==> config.mk <==
export PLATFORM = sky130hd
export DESIGN_NAME = instr_fetch_flat
export DESIGN_NICKNAME = d
export VERILOG_FILES = /design/src/rtl/cpu_pkg.sv /design/src/rtl/instr_fetch_if.sv /design/src/rtl/opcode_class.sv /design/src/rtl/instr_fetch.sv /design/src/flat_wrapper.sv
export SDC_FILE = /design/constraint.sdc
export NUM_CORES = 1
export LEC_CHECK = 0
export CAP_MARGIN = 20
export CORE_MARGIN = 2
export CORE_UTILIZATION = 49
export DETAILED_ROUTE_END_ITERATION = 8
export GPL_TIMING_DRIVEN = 1
export PLACE_DENSITY = 0.9
export SLEW_MARGIN = 20
export SYNTH_ARGS = -nofsm -noshare
export SYNTH_HDL_FRONTEND = slang
export SYNTH_SLANG_ARGS = --single-unit
==> constraint.sdc <==
create_clock -name clk -period 2.7 [get_ports clk]
set_input_delay 0.27 -clock clk [delete_from_list [all_inputs] [get_ports clk]]
set_output_delay 0.27 -clock clk [all_outputs]
set_load 0.01 [all_outputs]
==> src/rtl/cpu_pkg.sv <==
// Shared CPU definitions: opcode constants, fetch FSM states and ROM size.
package cpu_pkg;

    localparam int ROM_DEPTH = 128;

    // Two-byte instructions: loads/stores with an immediate or direct operand
    localparam logic [7:0] LDA_IMM = 8'h86;
    localparam logic [7:0] LDA_DIR = 8'h87;
    localparam logic [7:0] LDB_IMM = 8'h88;
    localparam logic [7:0] LDB_DIR = 8'h89;
    localparam logic [7:0] STA_DIR = 8'h96;
    localparam logic [7:0] STB_DIR = 8'h97;

    // Two-byte branches occupy BRA..BCC contiguously
    localparam logic [7:0] BRA = 8'h20;
    localparam logic [7:0] BCC = 8'h28;

    // One-byte register ops occupy ADD_AB..ADDAB_LDB contiguously
    localparam logic [7:0] ADD_AB    = 8'h42;
    localparam logic [7:0] ADDAB_LDB = 8'h4D;

    typedef enum logic [2:0] {
        ST_FETCH,
        ST_OPCODE,
        ST_OPERAND,
        ST_HOLD,
        ST_HALT
    } fetch_state_t;

endpackage

==> src/rtl/instr_fetch_if.sv <==
// Fetch unit bus: ROM read port, instruction bundle handshake, branch redirect.
interface instr_fetch_if #(
    parameter int ADDR_W = 8,
    parameter int DATA_W = 8
);
    logic [ADDR_W-1:0] rom_address;
    logic [DATA_W-1:0] rom_data;
    logic              instr_valid;
    logic              instr_ready;
    logic [DATA_W-1:0] instr_opcode;
    logic [DATA_W-1:0] instr_operand;
    logic              instr_has_arg;
    logic [ADDR_W-1:0] instr_pc;
    logic              redirect;
    logic [ADDR_W-1:0] redirect_addr;
    logic              fault;

    // Fetch unit side
    modport master (
        output rom_address, instr_valid, instr_opcode, instr_operand,
               instr_has_arg, instr_pc, fault,
        input  rom_data, instr_ready, redirect, redirect_addr
    );

    // ROM / execute side
    modport slave (
        input  rom_address, instr_valid, instr_opcode, instr_operand,
               instr_has_arg, instr_pc, fault,
        output rom_data, instr_ready, redirect, redirect_addr
    );
endinterface

==> src/rtl/opcode_class.sv <==
// Opcode classifier: legality and instruction length; shared with the decoder.
module opcode_class
    import cpu_pkg::*;
(
    input  logic [7:0] opcode,
    output logic       legal,
    output logic       has_arg
);
    logic two_byte;
    logic one_byte;

    // Table lookup of the opcode map
    always_comb begin
        two_byte = opcode inside {[LDA_IMM:LDB_DIR], STA_DIR, STB_DIR, [BRA:BCC]};
        one_byte = opcode inside {[ADD_AB:ADDAB_LDB]};
        legal    = two_byte | one_byte;
        has_arg  = two_byte;
    end
endmodule

==> src/rtl/instr_fetch.sv <==
// Instruction fetch unit: reads the 1-cycle-latency program ROM, assembles
// 1/2-byte instructions and offers them over valid/ready.
//
//   state      | meaning
//   -----------+-----------------------------------------------------
//   ST_FETCH   | ROM address = pc; range-check pc
//   ST_OPCODE  | opcode byte on rom_data; classify, request operand
//   ST_OPERAND | operand byte on rom_data; pc advances by 2
//   ST_HOLD    | bundle valid, waiting for instr_ready
//   ST_HALT    | fault latched; only reset leaves this state
module instr_fetch #(
    parameter int ADDR_W    = 8,
    parameter int DATA_W    = 8,
    parameter int ROM_DEPTH = cpu_pkg::ROM_DEPTH
) (
    input  logic          clk,
    input  logic          reset,
    instr_fetch_if.master bus
);
    import cpu_pkg::*;

    // Range compares use one extra bit so pc+1 cannot wrap past the check
    localparam logic [ADDR_W:0] LAST_ADDR = (ADDR_W+1)'(ROM_DEPTH - 1);

    fetch_state_t      state;
    logic [ADDR_W-1:0] pc;
    logic              valid_q;
    logic [DATA_W-1:0] opcode_q;
    logic [DATA_W-1:0] operand_q;
    logic              has_arg_q;
    logic [ADDR_W-1:0] instr_pc_q;
    logic              fault_q;

    logic op_legal;
    logic op_has_arg;
    logic pc_oob;
    logic next_oob;

    opcode_class u_opcode_class (
        .opcode  (bus.rom_data),
        .legal   (op_legal),
        .has_arg (op_has_arg)
    );

    assign pc_oob   = {1'b0, pc} > LAST_ADDR;
    assign next_oob = ({1'b0, pc} + (ADDR_W+1)'(1)) > LAST_ADDR;

    // ROM address: operand prefetch only when the operand byte is in range
    always_comb begin
        bus.rom_address = pc;
        if (state == ST_OPCODE && op_legal && op_has_arg && !next_oob)
            bus.rom_address = pc + ADDR_W'(1);
    end

    // Fetch FSM with registered bundle outputs; redirect beats all but reset
    always_ff @(posedge clk) begin
        if (reset) begin
            state      <= ST_FETCH;
            pc         <= '0;
            valid_q    <= 1'b0;
            opcode_q   <= '0;
            operand_q  <= '0;
            has_arg_q  <= 1'b0;
            instr_pc_q <= '0;
            fault_q    <= 1'b0;
        end else if (state != ST_HALT && bus.redirect) begin
            pc      <= bus.redirect_addr;
            state   <= ST_FETCH;
            valid_q <= 1'b0;
        end else begin
            unique case (state)
                ST_FETCH: begin
                    if (pc_oob) begin
                        state   <= ST_HALT;
                        fault_q <= 1'b1;
                    end else begin
                        state <= ST_OPCODE;
                    end
                end
                ST_OPCODE: begin
                    opcode_q   <= bus.rom_data;
                    instr_pc_q <= pc;
                    has_arg_q  <= op_has_arg;
                    if (!op_legal || (op_has_arg && next_oob)) begin
                        state   <= ST_HALT;
                        fault_q <= 1'b1;
                    end else if (op_has_arg) begin
                        state <= ST_OPERAND;
                    end else begin
                        operand_q <= '0;
                        pc        <= pc + ADDR_W'(1);
                        valid_q   <= 1'b1;
                        state     <= ST_HOLD;
                    end
                end
                ST_OPERAND: begin
                    operand_q <= bus.rom_data;
                    pc        <= pc + ADDR_W'(2);
                    valid_q   <= 1'b1;
                    state     <= ST_HOLD;
                end
                ST_HOLD: begin
                    if (bus.instr_ready) begin
                        valid_q <= 1'b0;
                        state   <= ST_FETCH;
                    end
                end
                ST_HALT: begin
                    state <= ST_HALT;
                end
                default: begin
                    state   <= ST_HALT;
                    fault_q <= 1'b1;
                end
            endcase
        end
    end

    assign bus.instr_valid   = valid_q;
    assign bus.instr_opcode  = opcode_q;
    assign bus.instr_operand = operand_q;
    assign bus.instr_has_arg = has_arg_q;
    assign bus.instr_pc      = instr_pc_q;
    assign bus.fault         = fault_q;
endmodule

==> src/flat_wrapper.sv <==
// flat-port wrapper written by rule: the top's interface ports become plain ports
module instr_fetch_flat import cpu_pkg::*;
#(
    parameter int ADDR_W    = 8,
    parameter int DATA_W    = 8,
    parameter int ROM_DEPTH = cpu_pkg::ROM_DEPTH
)
  (clk, reset, bus_rom_address, bus_instr_valid, bus_instr_opcode, bus_instr_operand, bus_instr_has_arg, bus_instr_pc, bus_fault, bus_rom_data, bus_instr_ready, bus_redirect, bus_redirect_addr);
  instr_fetch_if #(.ADDR_W(ADDR_W), .DATA_W(DATA_W)) bus_i ();
  input  logic clk;
  input  logic reset;
  output wire logic [$bits(bus_i.rom_address)-1:0] bus_rom_address;
  output wire logic [$bits(bus_i.instr_valid)-1:0] bus_instr_valid;
  output wire logic [$bits(bus_i.instr_opcode)-1:0] bus_instr_opcode;
  output wire logic [$bits(bus_i.instr_operand)-1:0] bus_instr_operand;
  output wire logic [$bits(bus_i.instr_has_arg)-1:0] bus_instr_has_arg;
  output wire logic [$bits(bus_i.instr_pc)-1:0] bus_instr_pc;
  output wire logic [$bits(bus_i.fault)-1:0] bus_fault;
  input wire logic [$bits(bus_i.rom_data)-1:0] bus_rom_data;
  input wire logic [$bits(bus_i.instr_ready)-1:0] bus_instr_ready;
  input wire logic [$bits(bus_i.redirect)-1:0] bus_redirect;
  input wire logic [$bits(bus_i.redirect_addr)-1:0] bus_redirect_addr;
  assign bus_rom_address = bus_i.rom_address;
  assign bus_instr_valid = bus_i.instr_valid;
  assign bus_instr_opcode = bus_i.instr_opcode;
  assign bus_instr_operand = bus_i.instr_operand;
  assign bus_instr_has_arg = bus_i.instr_has_arg;
  assign bus_instr_pc = bus_i.instr_pc;
  assign bus_fault = bus_i.fault;
  assign bus_i.rom_data = bus_rom_data;
  assign bus_i.instr_ready = bus_instr_ready;
  assign bus_i.redirect = bus_redirect;
  assign bus_i.redirect_addr = bus_redirect_addr;
  instr_fetch #(.ADDR_W(ADDR_W), .DATA_W(DATA_W), .ROM_DEPTH(ROM_DEPTH)) u_core (.clk(clk), .reset(reset), .bus(bus_i));
endmodule
Word-level counts from Yosys, hierarchy flattened
Cells that the tools add are included.
{ "op_classes": {"n_addsub": 3, "order_cmp": 8, "eq_ne": 14, "n_mux": 20, "bitwise": 3, "reduce_logical": 23} }
{ "ops": {"columns": ["operator", "n"], "rows": [
  ["8-bit two-way mux", 6],
  ["8-bit one-hot mux with 2 select lines", 2],
  ["8-bit == test (second input constant)", 2],
  ["3-bit one-hot mux with 4 select lines", 1],
  ["4-bit AND reduction", 3],
  ["8-bit by 1-bit adder with 9-bit output (second input constant)", 1],
  ["9-bit by 7-bit > comparator with 1-bit output (second input constant)", 1],
  ["3-bit two-way mux", 3],
  ["3-bit inequality test (second input constant)", 3],
  ["8-bit by 1-bit adder with 8-bit output (second input constant)", 1],
  ["8-bit by 2-bit adder with 8-bit output (second input constant)", 1],
  ["8-bit by 6-bit >= comparator with 1-bit output (second input constant)", 1],
  ["8-bit by 7-bit >= comparator with 1-bit output (second input constant)", 1],
  ["8-bit >= comparator (second input constant)", 1],
  ["8-bit by 7-bit > comparator with 1-bit output (second input constant)", 1],
  ["8-bit by 6-bit less-or-equal comparator with 1-bit output (second input constant)", 1],
  ["8-bit by 7-bit less-or-equal comparator with 1-bit output (second input constant)", 1],
  ["8-bit less-or-equal comparator (second input constant)", 1],
  ["1-bit logical AND", 8],
  ["2-bit inequality test (second input constant)", 4],
  ["3-bit by 2-bit == test with 1-bit output (second input constant)", 2],
  ["1-bit two-way mux", 6],
  ["1-bit one-hot mux with 3 select lines", 2],
  ["3-bit nonzero test", 2],
  ["other kinds (14)", 16]
]} }
{ "totals": {"ff_bits": 38, "inputBits": 20, "output_inout_bits": 35, "wordCells": 79} }

Depth between registers and ports, before layout
Gate-level depths: netlist of run 1.
{ "depth": {"depth_word": 9, "ltp_mapped": 8, "depth_no_buf": 7} }

Cells and area by module
A second synthesis of run 1 with hierarchy kept.
{ "unflattened": {"cells_unflattened": 276, "hier_area_um2": 2234.6} }
{ "by_module_without_submodules": {"columns": ["module", "n_inst", "cells_each", "area_each_um2", "seq_area_each_um2"], "rows": [
  ["instr_fetch", 1, 264, 2147.1, 760.7],
  ["opcode_class", 1, 12, 87.6, 0.0]
]} }

Least setup slack after synthesis of run 1
Ideal clock, no wire load.
{ "synth_path": {"path_type": "in2out", "from": "input bus_rom_data[3]", "to": "output bus_rom_address[1]", "t_arrival_ns": 1.916, "required_time_ns": 2.430, "path_slack_ns": 0.514, "stages": 6, "cell_sequence": "buf_4 or4b_1 o31a_2 a2111oi_4 nand3_2 mux2i_1"} }
{ "synth_via": {"elab_chain_len": 8, "word_cells_on_any_way": 17, "cone_classes": "order compare (6); eq/ne (2); mux (1); bitwise (1); reduce/logical (7)"} }
{ "synth_rtl": {"columns": ["element", "line_no", "source"], "rows": [
  ["start, declared", "flat_wrapper.sv:19", "input wire logic [$bits(bus_i.rom_data)-1:0] bus_rom_data;"],
  ["8-bit >= comparator (tied with other cells)", "opcode_class.sv:14", "two_byte = opcode inside {[LDA_IMM:LDB_DIR], STA_DIR, STB_DIR, [BRA:BCC]};"],
  ["1-bit logical AND", "opcode_class.sv:14", null],
  ["4-bit nonzero test", "opcode_class.sv:14", null],
  ["1-bit bitwise OR", "opcode_class.sv:16", "legal = two_byte | one_byte;"],
  ["1-bit logical AND", "instr_fetch.sv:51", "if (state == ST_OPCODE && op_legal && op_has_arg && !next_oob)"],
  ["1-bit logical AND (*) (2 in a row)", "instr_fetch.sv:51", null],
  ["8-bit two-way mux (*)", "instr_fetch.sv:51", null],
  ["end, declared", "flat_wrapper.sv:12", "output wire logic [$bits(bus_i.rom_address)-1:0] bus_rom_address;"]
]} }
Every way passes the cells marked *; elsewhere a longest branch is shown, timed or not.

Worst setup path after layout of run 1
{ "layout_path": {"from": "input bus_rom_data[7]", "to": "output bus_rom_address[2]"} }
Same word-level chain as after synthesis.

==> qor.yml, run 1 <==
clk_pin_slew_ns: 0.08
post_detailed_route_drc_marker_count: 0
fmax_ghz: 0.390
vias: 2386
setup_slack_of_the_most_critical_reg_to_reg_path_ns: 0.53
timing.critical_path.fanout_max: 5
ys_dominant_reg_cell: "sky130_fd_sc_hd__dfxtp_1"
pin_count_of_the_biggest_net_entering_global_routing: 39
critPathKind: "input port to primary output"
dp_hpwl_mm: 4.38
synthesis.area_mm2: 0.00213
place_congestion: 0.927
std_cell_rows: 23
floorplan.core_area_mm2: 0.00409
cts-root-buf: "sky130_fd_sc_hd__clkbuf_8"
design.die.area_mm2: 0.00489
max_cap_viol: 0
cp.arrival_ns: 2.30
global_route.overflow_total: 0
leakage_nw: 1.16
tightestPinTransition_ns: 0.676
drt_pass1_iterations: 7
yosys.area_share.adder_pct: 1.76
post_synthesis_xor_xnor_area_fraction_pct: 2.88
async_flop_share_pct: 0
final.setup_skew_ns: 0.00948
drt-wirelength-per-cell_um: 16.2
stdcell_count: 391
fill_cells: 310
setup_viol: 0
die_height_um: 69.9
holdCritPathClass: "input port to register"
relative_slew_slack_pct: 54.8
synth-seq-cells: 38
numPlacedInstances: 379
netlist-cell-type-count: 57
layout.nets: 363
dpl-instance-area_mm2: 0.00280
timing.setup.tns_ns: 0
post_cts_hold_buffer_count: 0
antenna_violating_nets_post_route: 0
hold-worst-slack_ns: 0.420
post_synth_and_or_nand_nor_area_fraction_pct: 27.5
yosys-top-cells-area: "sky130_fd_sc_hd__dfxtp_1, sky130_fd_sc_hd__a21oi_1, sky130_fd_sc_hd__nand2_1"
peakVddDrop_uv: 387
drtIter0Drc: 344
numPortBuffers: 54
synth_compound_area_share_pct: 25.4
rsz0062_at_grt: "false"
timing.final.hold_violations: 0
layout_commonest_cell: "sky130_fd_sc_hd__nand2_1"
cts_made_buffers: 5
timing.critical_path.from_type: "input port"
area_growth_pct: 40.9
synth_top_area_cell: "sky130_fd_sc_hd__dfxtp_1"
grt_antenna_before_repair: 0
ys_seq_area_share_pct: 35.7
synth.net_count: 299
count_of_yosys_warnings_during_synthesis: 0
synth_largest_type_area_fraction_pct: 35.7
clk_latency_ns: 0.30
htree_levels: 2
cts_tree: "done"
sequential_cell_area_um2: 762
run_status: "completed"
final_cell_area_mm2: 0.00300
cts-root-to-sink-buffers: 2
final_max_slew_viol_count: 0
final_min_period_over_clock_period_pct: 95.0
power.density_mw_per_mm2: 483
period_needed_ns: 2.57
die_width_um: 69.9
avg_inst_size_synth_um2: 7.72
ioPinCount: 55
globalRouteTotalUtil_pct: 26.1
multiInputGateArea_mm2: 0.00130
drt-vias-per-instance: 6.10
antenna_cells: 0
layout-drive-gt1-share_pct: 15.5
synth_top_family_by_area: "simple AND/OR/NAND/NOR gates"
synthCells: 276
initial_standard_cell_utilization_of_the_core_pct: 52.1
tritoncts_num_sinks: 38
drt_wl_total_mm: 6.32
grt_pass1_wl_mm: 10.4
layout_common_cells: "sky130_fd_sc_hd__nand2_1, sky130_fd_sc_hd__clkdlybuf4s50_1, sky130_fd_sc_hd__a21oi_1"
finalPower_mw: 1.45
synth.area.mux_share_pct: 1.47
cp-end-kind: "primary output"
edff_count_synth: 0
grt_pass1_vias: 2283
crit_required_ns: 2.43
## sequential cells by signal, indices dropped and copies added, names as in the netlist
| name | count |
|---|---|
| u_core.bus.instr_pc | 8 |
| u_core.bus.instr_has_arg | 1 |
| u_core.pc | 8 |
| u_core.bus.instr_valid | 1 |
| u_core.state | 3 |
| u_core.bus.instr_operand | 8 |
| u_core.bus.instr_opcode | 8 |
| u_core.bus.fault | 1 |
## per-layer routing
layer	vias to the layer above	part of all wire, %	wire [um]	global-route usage [%]
met5	-	0	0	0
met4	0	1.4	89	9.83
met3	11	8.2	521	6.06
met2	128	49	3100	42.5
met1	1131	41	2610	33.6
li1	1116	-	-	-
## power breakdown
| part | internal (mW) | switching, mW | leakage [nW] |
|---|---|---|---|
| Combinational | 0.122 | 0.138 | 0.783 |
| Clock | 0.370 | 0.220 | 0.0683 |
| Sequential | 0.580 | 0.0209 | 0.309 |
## metrics by stage
step / util (%) / setup slack [ns]
finish: 73.5 / 0.134
global route: 73.5 / 0.0111
CTS: 72.4 / -0.0594
detailed placement: 68.5 / -0.358
global placement: 68.5 / -0.303
floorplan: - / 0.514
## final cells by class
cell class	count	share of cell area, %
clock buffers	5	2.29
clock inverters	3	2.29
inverters	7	0.875
multi-input cells	210	43.3
flip-flops and latches	38	25.4
well taps	50	2.08
repair buffers	78	23.8
## worst max-delay path: stages
cell and delay (ns):
sky130_fd_sc_hd__clkdlybuf4s50_1 0.48, sky130_fd_sc_hd__buf_4 0.14, sky130_fd_sc_hd__nor2b_2 0.16, sky130_fd_sc_hd__nor2_1 0.09
sky130_fd_sc_hd__a2111oi_4 0.35, sky130_fd_sc_hd__buf_6 0.16, sky130_fd_sc_hd__buf_4 0.10, sky130_fd_sc_hd__buf_4 0.10
sky130_fd_sc_hd__nand4_1 0.11, sky130_fd_sc_hd__xnor2_1 0.18, sky130_fd_sc_hd__buf_2 0.15
## final timing paths
| kind | from | endpoint | cells after the start |
|---|---|---|---|
| worst min-delay path | bus_rom_data[1] | u_core.bus.instr_opcode[1] | 4 |
| worst max-delay path | bus_rom_data[7] | bus_rom_address[2] | 11 |
| worst max register to register | u_core.state[1] | u_core.bus.instr_operand[2] | 5 |
| worst min register to register | u_core.bus.instr_pc[0] | u_core.bus.instr_pc[0] | 2 |
## kinds of logic after synthesis
kind of cell,after synthesis
compound gates,82
xor+xnor,7
fa+ha+maj,3
buf+inv,28
flops,38
mux,3
simple gates,115
## repair_timing
action | in CTS | in global routing
gates resized for setup | 17 | 18
pin swaps | 2 | 6
endpoints found under the hold margin | 0 | 0
setup buffers | 3 | 1
setup endpoints to repair | 8 | 8
## cell usage after synthesis, drive strengths merged (3+ instances only)
| cell type | number |
|---|---|
| a21o | 3 |
| nand4 | 5 |
| and3 | 4 |
| nor3 | 8 |
| ha | 3 |
| a21oi | 40 |
| inv | 7 |
| dfxtp | 38 |
| buf | 4 |
| nand3 | 6 |
| nand2 | 44 |
| nor3b | 10 |
| nor2b | 4 |
| o21ai | 11 |
| a21boi | 3 |
| a211oi | 5 |
| nor2 | 19 |
| xnor2 | 6 |
| clkbuf | 17 |
(Power assumes the default switching activity.)
==> run 2: changes to the inputs <==
--- a/config.mk
+++ b/config.mk
@@ -11,6 +11,7 @@
 export DETAILED_ROUTE_END_ITERATION = 8
 export GPL_TIMING_DRIVEN = 1
 export PLACE_DENSITY = 0.9
+export REMOVE_ABC_BUFFERS = 1
 export SLEW_MARGIN = 20
 export SYNTH_ARGS = -nofsm -noshare
 export SYNTH_HDL_FRONTEND = slang
==> constraint.sdc (replaced) <==
create_clock -name clk -period 2.7 [get_ports clk]
set_input_delay 0.54 -clock clk [delete_from_list [all_inputs] [get_ports clk]]
set_output_delay 0.54 -clock clk [all_outputs]
set_load 0.01 [all_outputs]
==> run 2 against run 1 <==
The flow now finishes with violations (negative setup slack). Utilization is 2.9 points higher. Largest power group is now the clock network. First-iteration DRC count down 23%. Die area stayed put. Routed wire length grew 11%. Clock skew decreased by 0.0035 ns. Design area rose by 4.0%. Register-to-register slack better by 0.05 ns. Sequential power is 1% lower. Highest routed layer unchanged. Critical path type unchanged. Hold slack better by 0.034 ns. Count of clock-buffer cells in the layout increased by 1. Global-route usage increased by 2.1 points. Power increased by 3.0%.
==> qor.yml, run 2 (synthesis gave the netlist of run 1 again) <==
tightestPinTransition_ns: 0.687
drt_pass1_iterations: 5
cts_tree: "done"
cts-root-to-sink-buffers: 2
area_growth_pct: 46.5
clk_latency_ns: 0.29
holdCritPathClass: "register to register"
critPathKind: "input port to primary output"
power.density_mw_per_mm2: 478
die_width_um: 69.9
setup_slack_of_the_most_critical_reg_to_reg_path_ns: 0.58
dpl-instance-area_mm2: 0.00292
final_cell_area_mm2: 0.00312
finish.utilization_pct: 76.4
r2r_cells: 6
rr_startpoint: "u_core.state[0]"
layout-drive-gt1-share_pct: 21.8
hold-path-cell-count: 2
place_congestion: 0.943
floorplan.core_area_mm2: 0.00409
peakVddDrop_uv: 314
cts_made_buffers: 5
grt_antenna_before_repair: 0
cts-root-buf: "sky130_fd_sc_hd__clkbuf_8"
timing.final.hold_violations: 0
cp.arrival_ns: 2.26
relative_slew_slack_pct: 54.1
die_height_um: 69.9
period_needed_ns: 2.80
pin_count_of_the_biggest_net_entering_global_routing: 39
htree_levels: 2
leakage_nw: 1.22
max_cap_viol: 0
dp_hpwl_mm: 4.58
hold_end: "u_core.bus.instr_pc[3]"
drtIter0Drc: 265
design.die.area_mm2: 0.00489
grt_pass1_wl_mm: 11.2
numPlacedInstances: 395
crit_required_ns: 2.16
final_max_slew_viol_count: 0
layout.nets: 380
fill_cells: 304
source_of_the_worst_hold_timing_path: "u_core.bus.instr_pc[3]"
drt_wl_total_mm: 7.03
ioPinCount: 55
initial_standard_cell_utilization_of_the_core_pct: 52.1
timing.critical_path.from_type: "input port"
globalRouteTotalUtil_pct: 28.2
drt-wirelength-per-cell_um: 17.2
antenna_violating_nets_post_route: 0
layout_commonest_cell: "sky130_fd_sc_hd__nand2_1"
clk_pin_slew_ns: 0.07
tritoncts_num_sinks: 38
rsz0062_at_grt: "true"
worstSetupStartpoint: "bus_rom_data[2]"
antenna_cells: 0
setup_viol: 8
failed_checks: "negative setup slack"
r2r_path_end: "u_core.pc[4]"
post_detailed_route_drc_marker_count: 0
run_status: "finished with violations"
final_min_period_over_clock_period_pct: 104
timing.setup.tns_ns: -0.368
finalWorstSetupSlack_ns: -0.103
global_route.overflow_total: 0
final.setup_skew_ns: 0.00601
post_cts_hold_buffer_count: 0
vias: 2443
timing.critical_path.fanout_max: 4
fmax_ghz: 0.357
std_cell_rows: 23
drt-vias-per-instance: 5.99
cp-end-kind: "primary output"
layout_common_cells: "sky130_fd_sc_hd__nand2_1, sky130_fd_sc_hd__a21oi_1, sky130_fd_sc_hd__clkdlybuf4s50_1"
grt_pass1_vias: 2390
numPortBuffers: 54
stdcell_count: 408
## run 2: cell types whose count changed in the layout (fill, tap and decap cells not counted), sizes merged
cell / delta
clkbuf: -1
clkdlybuf4s50: -3
buf: +27
dlygate4sd2: +2
clkdlybuf4s15: -3
dlymetal6s2s: -4
clkinv: -1
## run 2: cell type report
class                      count  area, um^2  area share [%]
clock buffer                   6        82.6            2.65
clock inverter                 2        60.1            1.92
inverter                       7        26.3           0.842
multi-input combinational    210        1310            41.9
sequential                    38         761            24.4
tap                           50        62.6            2.00
timing repair buffer          95         821            26.3
## run 2: metrics by stage
stage	worst slack [ns]	total power [mW]	hold WS [ns]
finish	-0.103	1.49	0.454
global route	-0.129	1.54	0.470
global placement	-0.864	0.883	0.441
detailed placement	-0.911	0.891	0.447
floorplan	0.0191	0.728	0.471
CTS	-0.0703	1.48	0.458
## run 2: worst max-delay path by stage
stage / endpoint / slack (ns) / cells past startpoint
after floorplan: bus_rom_address[1] / 0.02 / 5
after global placement: bus_rom_address[2] / -0.86 / 8
after detailed placement: bus_rom_address[1] / -0.91 / 8
after CTS: bus_rom_address[2] / -0.07 / 9
after global routing: bus_rom_address[3] / -0.13 / 9
final: bus_rom_address[2] / -0.10 / 9
## run 2: worst max-delay path, cell delays in order
cell and delay [ns]:
sky130_fd_sc_hd__buf_6 0.09, sky130_fd_sc_hd__or4b_4 0.53, sky130_fd_sc_hd__o31a_4 0.13, sky130_fd_sc_hd__a2111oi_4 0.21
sky130_fd_sc_hd__buf_6 0.18, sky130_fd_sc_hd__buf_6 0.10, sky130_fd_sc_hd__nand4_1 0.10, sky130_fd_sc_hd__xnor2_1 0.20
sky130_fd_sc_hd__buf_2 0.17
## run 2: layer usage
layer	vias to the layer above	track usage (%)	share of wire [%]
li1	1153	-	-
met5	-	0	0
met3	21	5.34	6.3
met1	1155	32.2	39
met2	114	51.6	52
met4	0	10.5	2.9
## run 2: power by group
part           internal [mW]  total (mW)  switching, mW
sequential             0.579       0.594         0.0145
combinational          0.141       0.298          0.158
clock                  0.394       0.601          0.207
## run 2: timing repair
action,in CTS,in global routing
pin swaps,12,6
setup endpoints to repair,8,7
setup buffers,4,1
resized for setup,58,7
